===== src/rtl/npu_host_seq.sv =====
// Host-side bus initiator for the NPU slave port: turns WRITE/READ/POLL commands
// into single-beat ena/wea transactions and returns one response per command.
module npu_host_seq #(
    parameter int ADDR_W       = 16,
    parameter int DATA_W       = 32,
    parameter int POLL_TIMEOUT = 1024,
    parameter int POLL_GAP     = 2
) (
    input  logic              clk,
    input  logic              rst_ni,
    input  logic              cmd_valid,
    output logic              cmd_ready,
    input  logic [1:0]        cmd_op,
    input  logic [ADDR_W-1:0] cmd_addr,
    input  logic [DATA_W-1:0] cmd_data,
    output logic              rsp_valid,
    input  logic              rsp_ready,
    output logic [DATA_W-1:0] rsp_data,
    output logic              rsp_err,
    output logic              ena,
    output logic              wea,
    output logic [ADDR_W-1:0] addra,
    output logic [DATA_W-1:0] dina,
    input  logic [DATA_W-1:0] douta,
    output logic              busy
);

    localparam int CNT_W = $clog2(POLL_TIMEOUT + 1);
    localparam int GAP_W = (POLL_GAP > 1) ? $clog2(POLL_GAP) : 1;
    localparam logic [CNT_W-1:0] CNT_MAX  = CNT_W'(POLL_TIMEOUT);
    localparam logic [GAP_W-1:0] GAP_LAST = GAP_W'((POLL_GAP > 0) ? POLL_GAP - 1 : 0);
    localparam logic [1:0] OP_WR   = 2'd0;
    localparam logic [1:0] OP_RD   = 2'd1;
    localparam logic [1:0] OP_POLL = 2'd2;

    typedef enum logic [2:0] {S_IDLE, S_WR, S_RD_REQ, S_RD_CAP, S_GAP, S_RSP} state_t;

    state_t            state, state_nx;
    logic [1:0]        op_q, op_nx;
    logic [ADDR_W-1:0] addr_q, addr_nx;
    logic [DATA_W-1:0] data_q, data_nx;
    logic [CNT_W-1:0]  cnt_q, cnt_nx;
    logic [GAP_W-1:0]  gap_q, gap_nx;
    logic              ena_nx, wea_nx, rsp_valid_nx, rsp_err_nx;
    logic [ADDR_W-1:0] addra_nx;
    logic [DATA_W-1:0] dina_nx, rsp_data_nx;

    assign cmd_ready = (state == S_IDLE);
    assign busy      = (state != S_IDLE);

    always_ff @(posedge clk or negedge rst_ni) begin
        if (!rst_ni) begin
            state     <= S_IDLE;
            cnt_q     <= '0;
            gap_q     <= '0;
            ena       <= 1'b0;
            wea       <= 1'b0;
            addra     <= '0;
            dina      <= '0;
            rsp_valid <= 1'b0;
            rsp_data  <= '0;
            rsp_err   <= 1'b0;
        end else begin
            state     <= state_nx;
            cnt_q     <= cnt_nx;
            gap_q     <= gap_nx;
            ena       <= ena_nx;
            wea       <= wea_nx;
            addra     <= addra_nx;
            dina      <= dina_nx;
            rsp_valid <= rsp_valid_nx;
            rsp_data  <= rsp_data_nx;
            rsp_err   <= rsp_err_nx;
        end
    end

    // Latched command copy; only meaningful while busy, so it needs no reset.
    always_ff @(posedge clk) begin
        op_q   <= op_nx;
        addr_q <= addr_nx;
        data_q <= data_nx;
    end

    always_comb begin
        state_nx     = state;
        op_nx        = op_q;
        addr_nx      = addr_q;
        data_nx      = data_q;
        cnt_nx       = cnt_q;
        gap_nx       = gap_q;
        ena_nx       = 1'b0;
        wea_nx       = 1'b0;
        addra_nx     = '0;
        dina_nx      = '0;
        rsp_valid_nx = rsp_valid;
        rsp_data_nx  = rsp_data;
        rsp_err_nx   = rsp_err;
        case (state)
            S_IDLE: begin
                if (cmd_valid) begin
                    op_nx       = cmd_op;
                    addr_nx     = cmd_addr;
                    data_nx     = cmd_data;
                    cnt_nx      = '0;
                    rsp_data_nx = '0;
                    rsp_err_nx  = 1'b0;
                    case (cmd_op)
                        OP_WR: begin
                            state_nx = S_WR;
                            ena_nx   = 1'b1;
                            wea_nx   = 1'b1;
                            addra_nx = cmd_addr;
                            dina_nx  = cmd_data;
                        end
                        OP_RD, OP_POLL: begin
                            state_nx = S_RD_REQ;
                            ena_nx   = 1'b1;
                            addra_nx = cmd_addr;
                        end
                        default: begin
                            state_nx     = S_RSP;
                            rsp_valid_nx = 1'b1;
                            rsp_err_nx   = 1'b1;
                        end
                    endcase
                end
            end
            S_WR: begin
                state_nx     = S_RSP;
                rsp_valid_nx = 1'b1;
            end
            S_RD_REQ: begin
                // Counter never exceeds CNT_MAX: timeout is checked before every re-read.
                cnt_nx   = cnt_q + CNT_W'(1);
                state_nx = S_RD_CAP;
            end
            S_RD_CAP: begin
                rsp_data_nx = douta;
                if (op_q == OP_RD || (douta & data_q) != '0) begin
                    state_nx     = S_RSP;
                    rsp_valid_nx = 1'b1;
                end else if (cnt_q == CNT_MAX) begin
                    state_nx     = S_RSP;
                    rsp_valid_nx = 1'b1;
                    rsp_err_nx   = 1'b1;
                end else if (POLL_GAP == 0) begin
                    state_nx = S_RD_REQ;
                    ena_nx   = 1'b1;
                    addra_nx = addr_q;
                end else begin
                    state_nx = S_GAP;
                    gap_nx   = '0;
                end
            end
            S_GAP: begin
                if (gap_q == GAP_LAST) begin
                    state_nx = S_RD_REQ;
                    ena_nx   = 1'b1;
                    addra_nx = addr_q;
                end else begin
                    gap_nx = gap_q + GAP_W'(1);
                end
            end
            S_RSP: begin
                if (rsp_ready) begin
                    state_nx     = S_IDLE;
                    rsp_valid_nx = 1'b0;
                end
            end
            default: state_nx = S_IDLE;
        endcase
    end

endmodule


===== config.mk =====
export PLATFORM = sky130hd
export DESIGN_NAME = npu_host_seq
export DESIGN_NICKNAME = d
export VERILOG_FILES = /design/src/rtl/npu_host_seq.sv
export SDC_FILE = /design/constraint.sdc
export NUM_CORES = 1
export LEC_CHECK = 0
export ABC_AREA = 1
export CAP_MARGIN = 5
export CORE_ASPECT_RATIO = 1.4
export CORE_MARGIN = 2
export CORE_UTILIZATION = 47
export CTS_CLUSTER_DIAMETER = 60
export DETAILED_ROUTE_END_ITERATION = 10
export GPL_TIMING_DRIVEN = 0
export PLACE_DENSITY = 0.77
export SLEW_MARGIN = 15
export SYNTH_ARGS = -nofsm -noshare
export SYNTH_HDL_FRONTEND = slang
export SYNTH_SLANG_ARGS = --single-unit
export TNS_END_PERCENT = 100

===== constraint.sdc =====
create_clock -name clk -period 2.9 [get_ports clk]
set_clock_uncertainty 0.1 [all_clocks]
set_input_delay 0.435 -clock clk [delete_from_list [all_inputs] [get_ports clk]]
set_output_delay 0.435 -clock clk [all_outputs]
set_load 0.1 [all_outputs]

Word level (Yosys, flattened, before mapping):

Index checks and enable logic that the tools add are counted.

* output and inout port bits: 86
* logic and storage cells: 90
* bits in registers: 149
* input bits: 86

* bitwise gates (word level): 1
* reductions and logical operators: 18
* mux-type cells: 39
* equal/unequal tests: 17
* add/sub/neg operators: 2

Operators by type and width (count)
* 2-to-1 mux 32 bit: 4
* one-hot mux 32 bit (2 select lines): 1
* 2-to-1 mux 16 bit: 3
* AND 32 bit: 1
* one-hot mux 16 bit (2 select lines): 1
* nonzero test 32 bit: 1
* one-hot mux 11 bit (2 select lines): 1
* 2-to-1 mux 1 bit: 19
* one-hot mux 3 bit (6 select lines): 1
* != test 2 bit (second input constant): 7
* adder 11 x 1 -> 11 bit (second input constant): 1
* equality test 11 bit (second input constant): 1
* 2-to-1 mux 11 bit: 1
* 2-to-1 mux 3 bit: 3
* equality test 3 x 2 -> 1 bit (second input constant): 2
* equality test 3 bit (second input constant): 2
* one-hot mux 1 bit (2 select lines): 3
* one-hot mux 3 bit (2 select lines): 1
* AND reduction 2 bit: 3
* AND reduction 3 bit: 2
* nonzero test 2 bit: 3
* AND reduction 5 bit: 1
* equality test 2 x 1 -> 1 bit (second input constant): 2
* one-hot mux 1 bit (4 select lines): 1
* other kinds (12): 12

Longest topological paths before layout:

* depth after elaboration: 5
* mapped depth: 11

Worst setup path after synthesis:

OpenSTA, ideal clock, no wires.

* kind: register to register
* from: register state[1]
* to: register addr_q[0] (enable)
* arrival: 2.222 ns
* buffers on the path: 1
* slack: 0.191 ns
* data required time: 2.412 ns
* setup time: 0.388 ns
* stages on the path, launching flop included: 7
* cell sequence: dfrtp_1 nor2_1 inv_2 nor2_4 nand2_2 inv_2 buf_2

* longest elaborated chain between the ends: 2

RTL lines
* from (decl): RTL line 38 `state_t state, state_nx;`
* from (signal assigned): RTL line 64 `state <= state_nx;`
* zero test 3 bit
* via cmd_ready: RTL line 12 `output logic cmd_ready,`
* AND reduction 2 bit (no line)
* to (signal assigned): RTL line 80 `addr_q <= addr_nx;`
* to (decl): RTL line 40 `logic [ADDR_W-1:0] addr_q, addr_nx;`

The timed path passes the listed nets, and every way through them passes these cells.
A chain may end at the register's enable or synchronous reset.

Worst setup path in the final report:

* from: register state[1]
* to: output port busy

* longest elaborated chain between the ends: 1

RTL lines
* nonzero test 3 bit: RTL line 49 `assign busy = (state != S_IDLE);`
* to (decl): RTL line 25 `output logic busy`

No other way between the ends.

==> run metrics <==
critical path's most frequent cell=inv_2; Critical Path Start=state[1]; WHS=329 ps; crit path time final=2800 ps; Slew @ Worst Pin=1040 ps; GPL Wtd Cong=0.853; Final Hold Violating Endpoints=0; CP cell instances=nor2_1 > inv_2 > nor2_4 > inv_2 > clkdlybuf4s50_1; initial core utilization=47.6%; post-synthesis cell area=5800 sq um; worst setup path end=busy; commonest non-fill, non-tap cell in the layout=clkdlybuf4s50_1; critical path class=reg -> out; Die W=97.9 um; aggregate routed wire length=14.7 mm; Post-CTS Setup Bufs=0; Startpoint Class=flop; Peak VDD IR=0.533 mV; Die ar.=13300 sq um; Final ANT Viol Nets=0; setup TNS=0 ps; worst r2r dst=addr_q[13]; Tot Pwr=8.93 mW; CTS tree=done; worst path bufs/invs=3; syn_nets=654; count of pins over their slew limit=0; DRC Markers=0; Synth Area in XOR/XNOR=0.302%; met1 GRT Util=25.4%; filler instances=911; mean post-synth cell area=10.3 sq um; area share of fa/ha/maj cells after synthesis=0.863%; pin count of the biggest net entering global routing=87; met2 Use GR=42.0%; GRT Overall Usage=23.1%; met3 Usage GRT=5.68%; Final setup viols=0; clock insertion delay at the later pin of the skew report=410 ps; Crit Reg-Reg Startpoint=state[1]; DRT iter0 DRCs=209; PwrDens=1070 nW/um^2; Max Root-Sink Buffers=2; share of cells above drive strength 1=7.54%; GR peak layer=met2; worst endpoint data arrival time=2260 ps; register area share after synthesis=68.6%; Mapped Cells=564; Crit path largest cell delay=1120 ps; slowest cell on the critical path=clkdlybuf4s50_1; Seq cells post-synth=149; vias in the first global route=4886; row count=48; outcome=complete, no violations; nature of the critical path endpoint=output pin; via density per instance=4.99; # port buffers=171; Max H-tree Level=4; Worst Reg-to-Reg Cells=6; CTS buffer count=17; Max Freq=357 MHz; YS warnings=0; area added between synthesis and finish=44.1%; WP data required=2370 ps; Compound-Gate Fraction of Synth Area=2.39%; placed insts=886; Vias=4585; IO Pins=172; first-pass GRT wire length=23.8 mm; leakage power=3.89 nW; R2R Setup Slk=660 ps; Period Utilization, post-route=96.5%; Max FO, Critical Path=5; antenna diode count=0; die height=135 um; CTS sink cnt=149; Rel. slew slack=30.6%; root buffer cell=clkbuf_16; max cap viols=0; gr ovfl total=0; fin cells=919; WL per Instance=16.0 um; CORE AREA=12200 sq um; commonest non-fill, non-tap cells in the layout=169 x clkdlybuf4s50_1, 152 x nand2_1, 99 x dfrtp_1, 78 x nand3_1, 55 x nor2_1; RSZ-0062 raised after global routing=false; Hold Crit Class=in -> async; mux cell area share after synthesis=0%; DRT Pass-1 Iters=4; initial antenna violation count=0; Simple-Gate Fraction of Synth Area=22.2%; DP HPWL=10.6 mm; CP top delay family=buffers and inverters; Levels on crit path=5; main combinational cell family by area after synthesis=simple AND/OR/NAND/NOR gates; Reg clk slew, reported paths=60 ps; Yosys cell types=32; Post-layout nets=846
Yosys cell counts:
library cell	count	share of area (%)
a211oi_1	1	0.13
a21oi_1	4	0.35
a31oi_1	1	0.11
and3_1	1	0.11
buf_1	4	0.26
buf_2	7	0.60
buf_4	1	0.13
clkbuf_1	6	0.39
clkinv_1	1	0.065
dfrtp_1	99	43
edfxtp_1	50	26
ha_1	4	0.86
inv_1	54	3.5
inv_2	11	0.71
nand2_1	152	9.8
nand2_2	2	0.22
nand3_1	78	6.7
nand3_2	1	0.17
nand4_1	6	0.65
nor2_1	55	3.6
nor2_4	3	0.58
nor3_1	1	0.086
nor3_2	1	0.17
o211ai_1	2	0.26
o21ai_0	3	0.26
o21ai_1	8	0.69
o21ai_2	1	0.15
o21bai_1	1	0.13
o22ai_1	3	0.32
or2_1	1	0.11
xnor2_1	1	0.15
xor2_1	1	0.15
stage by stage:
stage,setup slack (ps),util (%),cell area (sq um)
global route,10.3,68.6,8360
global placement,-2350,63.2,7700
floorplan,191,-,5800
finish,101,68.6,8360
CTS,81.0,68.6,8360
detailed placement,425,63.4,7730
cell families (layout without fill, tap and decap cells):
logic type      count (synthesis)  after routing
simple gates                  301            301
flops                         149            149
buf+inv                        84            289
compound gates                 24             24
fa+ha+maj                       4              4
xor+xnor                        2              2
worst min path at each step:
| stage | end | slack [ps] | depth (start not counted) |
|---|---|---|---|
| detailed placement | dina[22] | 170 | 1 |
| floorplan | addra[0] | 40 | 0 |
| global route | dina[22] | 350 | 2 |
| finish | dina[22] | 330 | 2 |
| CTS | dina[22] | 300 | 2 |
| global placement | addra[10] | 370 | 2 |
flip-flops by register name (all words and copies together) (netlist names):
register and cells:
rsp_data 32, wea 1, op_q 2, cnt_q 11
ena 1, addra 16, rsp_valid 1, addr_q 16
rsp_err 1, dina 32, state 3, gap_q 1
data_q 32
routing by layer:
layer / wire, um / part of all wire [%]
met1: 5160 / 35
met2: 8200 / 56
met3: 832 / 5.7
met4: 491 / 3.3
met5: 0 / 0
worst register-to-register path, stage by stage (launching register included):
cell	delay [ps]
dfrtp_1	440
nor2_1	170
inv_2	80
nor2_4	110
nand2_2	180
inv_2	140
buf_4	570
where the power goes:
| part | switching, mW | total [mW] | internal (mW) |
|---|---|---|---|
| combinational | 2.92 | 3.77 | 0.858 |
| clock | 0.841 | 2.28 | 1.44 |
| sequential | 0.219 | 2.87 | 2.65 |
cell type report:
class	count	area, sq um	share of cell area [%]
clock buffer	20	437	5.22
timing repair buffer	173	1750	20.9
clock inverter	12	180	2.16
tap	150	188	2.25
inverter	66	248	2.96
sequential	149	3980	47.6
buffer	18	82.6	0.988
multi-input combinational	331	1500	17.9
repair_timing:
action                                  4_1_cts  5_1_grt
resized for setup                             1        0
hold buffers                                  1        0
endpoints found under the hold margin        13        0
endpoints found under the setup margin        1        0
No activity file was read; power rests on OpenSTA's default activity.
